File: src/rtl/systolic_result_drain_pkg.sv
// Shared definitions for the systolic array result path: lane width default,
// drain FSM states and the beat-count helper.
package systolic_pkg;

  localparam int BW_ACT_DEF = 8;

  typedef enum logic {
    IDLE  = 1'b0,
    DRAIN = 1'b1
  } drain_state_e;

  function automatic int ceil_div(input int a, input int b);
    return (a + b - 1) / b;
  endfunction

endpackage

File: src/rtl/systolic_result_drain.sv
// Captures one full result set from the systolic array and streams it out as
// packed valid/ready beats, flagging captures that land while a drain is running.
module systolic_result_drain
  import systolic_pkg::*;
#(
  parameter int BN_NUM   = 10,
  parameter int BW_ACT   = BW_ACT_DEF,
  parameter int PACK_NUM = 4
) (
  input  logic                       clk,
  input  logic                       reset_n,
  input  logic                       cap_valid,
  input  logic signed [BW_ACT-1:0]   res_in [BN_NUM],
  output logic                       cap_ready,
  output logic                       out_valid,
  input  logic                       out_ready,
  output logic [PACK_NUM*BW_ACT-1:0] out_data,
  output logic [PACK_NUM-1:0]        out_keep,
  output logic                       out_last,
  output logic                       busy,
  output logic                       overrun_err,
  input  logic                       err_clear
);

  localparam int NBEATS = ceil_div(BN_NUM, PACK_NUM);
  localparam int IDXW   = (NBEATS > 1) ? $clog2(NBEATS) : 1;
  localparam logic [IDXW-1:0] LAST_BEAT = IDXW'(NBEATS - 1);

  drain_state_e state, state_next;
  logic [IDXW-1:0] beat_idx, beat_next;
  logic load;
  logic signed [BW_ACT-1:0] buffer [BN_NUM];

  logic [NBEATS-1:0][PACK_NUM-1:0][BW_ACT-1:0] beat_data;
  logic [NBEATS-1:0][PACK_NUM-1:0]             beat_keep;

  always_ff @(posedge clk or negedge reset_n) begin
    if (!reset_n) begin
      state       <= IDLE;
      beat_idx    <= '0;
      overrun_err <= 1'b0;
      for (int i = 0; i < BN_NUM; i++) buffer[i] <= '0;
    end else begin
      state    <= state_next;
      beat_idx <= beat_next;
      if (load)
        for (int i = 0; i < BN_NUM; i++) buffer[i] <= res_in[i];
      // A capture offered while draining is dropped; setting beats a same-cycle clear.
      if (state == DRAIN && cap_valid)
        overrun_err <= 1'b1;
      else if (err_clear)
        overrun_err <= 1'b0;
    end
  end

  always_comb begin
    state_next = state;
    beat_next  = beat_idx;
    load       = 1'b0;
    case (state)
      IDLE: begin
        if (cap_valid) begin
          load       = 1'b1;
          beat_next  = '0;
          state_next = DRAIN;
        end
      end
      DRAIN: begin
        if (out_ready) begin
          if (beat_idx == LAST_BEAT) state_next = IDLE;
          else                       beat_next  = beat_idx + IDXW'(1);
        end
      end
      default: state_next = IDLE;
    endcase
  end

  // Lanes past the end of the set are padded with zero and masked off.
  for (genvar b = 0; b < NBEATS; b++) begin : g_beat
    for (genvar j = 0; j < PACK_NUM; j++) begin : g_lane
      if (b * PACK_NUM + j < BN_NUM) begin : g_live
        assign beat_data[b][j] = buffer[b * PACK_NUM + j];
        assign beat_keep[b][j] = 1'b1;
      end else begin : g_pad
        assign beat_data[b][j] = '0;
        assign beat_keep[b][j] = 1'b0;
      end
    end
  end

  always_comb begin
    out_data = '0;
    out_keep = '0;
    if (state == DRAIN) begin
      for (int b = 0; b < NBEATS; b++) begin
        if (beat_idx == IDXW'(b)) begin
          out_data = beat_data[b];
          out_keep = beat_keep[b];
        end
      end
    end
  end

  assign cap_ready = (state == IDLE);
  assign out_valid = (state == DRAIN);
  assign busy      = (state == DRAIN);
  assign out_last  = (state == DRAIN) && (beat_idx == LAST_BEAT);

endmodule

File: config.mk
export PLATFORM = sky130hd
export DESIGN_NAME = systolic_result_drain
export DESIGN_NICKNAME = d
export VERILOG_FILES = /design/src/rtl/systolic_result_drain_pkg.sv /design/src/rtl/systolic_result_drain.sv
export SDC_FILE = /design/constraint.sdc
export NUM_CORES = 1
export LEC_CHECK = 0
export BUFFER_PORTS_ARGS = -buffer_cell sky130_fd_sc_hd__buf_2
export CORE_MARGIN = 2
export CORE_UTILIZATION = 40
export CTS_BUF_LIST = sky130_fd_sc_hd__clkbuf_4 sky130_fd_sc_hd__clkbuf_8
export CTS_CLUSTER_SIZE = 8
export DETAILED_ROUTE_END_ITERATION = 10
export MAX_ROUTING_LAYER = met4
export SYNTH_ARGS = -nofsm -noshare
export SYNTH_HDL_FRONTEND = slang
export SYNTH_SLANG_ARGS = --single-unit
export TNS_END_PERCENT = 5
File: constraint.sdc
create_clock -name clk -period 2.7 [get_ports clk]
set_clock_uncertainty 0.05 [all_clocks]
set_input_delay 0.27 -clock clk [delete_from_list [all_inputs] [get_ports clk]]
set_output_delay 0.27 -clock clk [all_outputs]
set_load 0.03 [all_outputs]
Yosys cells after proc, flatten, opt, wreduce, memory -nomap -nowiden

Cells that the tools add are included.

Add/sub/neg operators: 1
Multipliers: 0
Divide/modulo/power cells: 0
Order comparisons: 0
Equal/unequal tests: 5
Shift operators: 0
Muxes and demuxes: 19
Bitwise operators: 1
Reductions and logical operators: 5

Operator list:

| operator              | count |
|---|---|
| $mux W32              | 4 |
| $mux W4               | 4 |
| $mux W1               | 6 |
| $mux W2               | 3 |
| $ne A2 B2 Y1 const B  | 3 |
| $pmux W2 S2           | 1 |
| $reduce_and A3 Y1     | 1 |
| $add A2 B1 Y2 const B | 1 |
| $eq A2 B1 Y1 const B  | 1 |
| $eq A2 B2 Y1 const B  | 1 |
| $logic_and A1 B1 Y1   | 2 |
| $logic_not A2 Y1      | 1 |
| $pmux W1 S2           | 1 |
| $reduce_bool A2 Y1    | 1 |
| $not A1 Y1            | 1 |

Register bits: 84
Bits in latches: 0
Memory bits (writable): 0
Bits in read-only memories: 0
Input port bits: 85
Output and inout port bits: 41
Logic and storage cells: 44
Memories kept: 0

Logic depth before layout (Yosys ltp)

Depth after elaboration: 5
Gate-level depth with buffers: 7
Depth with buffers taken out: 4

Least setup slack after synthesis

OpenSTA, ideal clock, no wires.

Kind: register to output
Start point: register beat_idx[0]
End point: output port out_data[13]
Arrival time: 1.864 ns
Setup slack: 0.516 ns
Stages on the path, launching flop included: 7
Buffers on the path: 2
Path through: dfrtp_1 > inv_1 > ha_1 > nand2b_1 > buf_2 > buf_6 > o31ai_1

Longest elaborated chain between the ends: 5
Elaborated cells between the ends (all ways): 7
Classes of those cells: eq/ne (2); mux (4); reduce/logical (1)

RTL lines:

| what                     | line                        | RTL |
|---|---|---|
| start: declaration       | systolic_result_drain.sv:30 | `logic [IDXW-1:0] beat_idx, beat_next;` |
| start signal: assignment | systolic_result_drain.sv:45 | `beat_idx <= beat_next;` |
| $logic_not A2 Y1         | systolic_result_drain.sv:96 | `if (beat_idx == IDXW'(b)) begin` |
| $mux W32 (2 in series)   | systolic_result_drain.sv:96 |  |
| $mux W32 (*)             | systolic_result_drain.sv:96 |  |
| $mux W32 (*)             | systolic_result_drain.sv:94 | `if (state == DRAIN) begin` |
| end: declaration         | systolic_result_drain.sv:17 | `output logic [PACK_NUM*BW_ACT-1:0] out_data,` |

Mark *: on every way between the ends. The rest lies on a longest branch, timed or not.

Final worst setup path

Start point: register beat_idx[0]
End point: output port out_data[6]

The elaborated chain is that of the path after synthesis.

==> results by group <==
Yosys
  – Main flop type after synthesis: dfrtp_1
  – Seq/Total Area, Yosys: 47.9%
  – Number of synthesized flops with an enable pin: 0
  – Syn_nets: 388
  – Mapped Cells: 299
  – Synth async-reset ratio: 100%
  – Synth Area per Inst: 14.7 µm²
  – Synthesized area: 4390 µm²
  – Area contributors post-synth: dfrtp_1 (48%), mux2_4 (27%), mux2i_1 (7.1%)
  – Distinct cells, synth: 27
  – Most common cell in the netlist: dfrtp_1
  – Yosys Warn Count: 0
  – Synthesized flop and latch total: 84
  – Share of the synthesized area in the top cell type: 47.9%
  – Yosys top cell by area: dfrtp_1
  – Post-synth top cells: dfrtp_1 (84), mux2_4 (80), mux2i_1 (31), nand3_1 (16), o31ai_1 (16)

Die
  – Die height: 109 µm
  – Die area: 11,800 µm²
  – Die width: 109 µm
  – Initial core utilization: 40.7%
  – Core area: 10,800 µm²
  – Placement Rows: 38
  – Io pins: 126

Setup path
  – FF-to-FF Start: busy
  – R2R depth: 3
  – Reg-to-reg endpoint: beat_data[7]
  – FF-to-FF setup slack: 960 ps
  – Critical path peak fanout: 17
  – Data required, critical path: 2380 ps
  – Critical Path Source: beat_idx[0]
  – Worst path arrival time: 2160 ps
  – Worst Path Class, Setup: flop to output pin
  – Critical Path Start Type: flop
  – CP Capture Type: output pin

Min path
  – Hold Path Sink: overrun_err
  – Hold depth: 2
  – Worst Hold Launch: err_clear
  – Hold crit path type: input pin to flop

Drt
  – Pre-antenna DRT Iters: 4
  – 1st-iter DRT viols: 95
  – Routed wire per std cell: 16.4 µm
  – Post-route antenna net violation count: 0
  – Final routed DRC violation total: 0
  – Via-per-instance ratio: 4.85
  – Total wire length: 9250 µm
  – Routed vias: 2,738

Place
  – Post-DP Area: 5000 µm²
  – Dpl hpwl: 6550 µm
  – Port bufs: 125
  – Placed Cells: 547
  – DP Worst Slack: 587 ps
  – Final GP Congestion: 0.752

Finish
  – Nets: 508
  – Number of diodes: 0
  – Fill count: 943
  – Area Overhead vs Synth: 18.7%
  – Final instance area: 5210 µm²
  – Final std cells w/o fill: 564
  – Share of cells above drive strength 1: 55.4%

Power
  – Power per cell area: 1370 nW/µm²
  – Pleak: 0.00253 µW
  – Reg power frac: 31.9%
  – Worst vdd rail ir drop: 0.559 mV
  – Combinational Power Share: 55.2%
  – Clk pwr share: 12.9%
  – Sw Ratio: 41.9%
  – P_sw: 3000 µW
  – Internal Power: 4150 µW

Outcome
  – Status: completed

Timing
  – Slew @ Worst Pin: 541 ps
  – Slew Limit Fails: 0
  – Final Hold Fails: 0
  – Final worst-path cycle share: 91.8%
  – Unrepaired setup endpoints after global routing: no
  – FMAX: 403 MHz
  – # setup viols final: 0
  – Setup_tns: 0 ps
  – Final worst slack: 220 ps
  – Min Tclk post-route: 2480 ps
  – Rel. slew slack: 63.9%
  – Worst hold slack: 45.5 ps

Clock tree
  – Post-cts sizing count: 0
  – Hold Buf Count CTS: 1
  – Bufs on Longest Clock Path: 2
  – Setup bufs post-CTS: 0
  – CTS sink count: 84
  – CTS Root Buffer Type: clkbuf_8
  – Htree depth: 3
  – Clock Pin Slew Worst Setup and Hold Paths: 90 ps
  – CTS tree: built
  – Latest clock arrival within the worst-skew pair: 340 ps
  – Inserted Clock Buffers: 9

Global route
  – Final global-route overflow total: 0
  – Pin count of the biggest net entering global routing: 58
  – All-Layer GR Usage: 17.0%
  – Vias in the first global route: 2,834
  – First-pass GRT wire length: 14,800 µm
  – Initial antenna violation count: 0

Flow run
  – Max Cap Viol: 0
[cell type report]
type / count / area (µm²) / area share, %
well taps: 140 / 175 / 3.36
inverters: 4 / 15.0 / 0.288
multi-input cells: 183 / 1980 / 38.0
clock buffers: 11 / 145 / 2.79
repair buffers: 137 / 733 / 14.1
flip-flops and latches: 84 / 2100 / 40.3
clock inverters: 5 / 60.1 / 1.15
[per-stage QoR]
stage / util, % / total power, µW
2_1_floorplan: - / 5450
3_3_place_gp: 46.3 / 6200
3_5_place_dp: 46.3 / 6270
4_1_cts: 48.3 / 7240
5_1_grt: 48.3 / 7610
6_report: 48.3 / 7150
[layer usage]
layer / vias up / global-route usage, % / part of all wire [%]
met5: - / - / 0
met4: 0 / 5.59 / 1.1
met3: 8 / 2.75 / 3.8
met2: 78 / 26.1 / 46
met1: 1343 / 23.0 / 49
li1: 1309 / - / -
[worst max-delay path, cell delays in order, from the launching register on]
cell and delay (ps):
dfrtp_1 450, inv_1 100, ha_1 260, nor2_4 370, buf_4 340, o31ai_1 110
buf_2 180
[how the worst max path moves through the flow]
stage,endpoint,cells after the start
floorplan,out_data[13],6
global placement,out_data[5],6
detailed placement,out_data[6],6
CTS,out_data[6],6
global route,out_data[6],6
finish,out_data[6],6
[placed cells by master (no fill, tap or decap)]
cell type / instances
a21oi_1: 2
and2_1: 1
buf_12: 1
buf_2: 124
buf_4: 11
bufinv_16: 1
clkbuf_4: 1
clkbuf_8: 10
clkinv_2: 1
clkinv_4: 1
clkinvlp_4: 1
dfrtp_1: 84
dlygate4sd3_1: 1
ha_1: 3
ha_2: 1
inv_1: 4
inv_6: 1
mux2_4: 80
mux2i_1: 31
nand2_1: 3
nand2b_1: 2
nand3_1: 16
nand3b_1: 1
nand4b_1: 1
nand4bb_1: 1
nor2_1: 3
nor2_4: 1
nor2b_1: 1
nor2b_4: 1
nor3_1: 15
o21ai_0: 1
o221ai_1: 1
o311ai_1: 1
o31ai_1: 16
or3b_1: 1
[sequential cells by signal (all words and copies together), names as in the netlist]
register	cells
beat_data	80
beat_idx	2
busy	1
overrun_err	1
[power groups by stage]
stage / combinational, µW / sequential, µW / clock, µW
6_report: 3940 / 2280 / 925
5_1_grt: 4220 / 2360 / 1020
4_1_cts: 3990 / 2280 / 962
3_5_place_dp: 3970 / 2300 / 0
3_3_place_gp: 3930 / 2270 / 0
2_1_floorplan: 3260 / 2180 / 0
[kinds of logic after synthesis]
group | Yosys count | synth area share (%)
adder cells (fa/ha/maj) | 4 | 1.14
flip-flops | 84 | 47.9
AND/OR/NAND/NOR | 47 | 5.84
multiplexers | 111 | 34.4
AO/OA/AOI/OAI | 21 | 3.48
buffers and inverters | 32 | 7.24
Power figures use the tool's default switching activity.
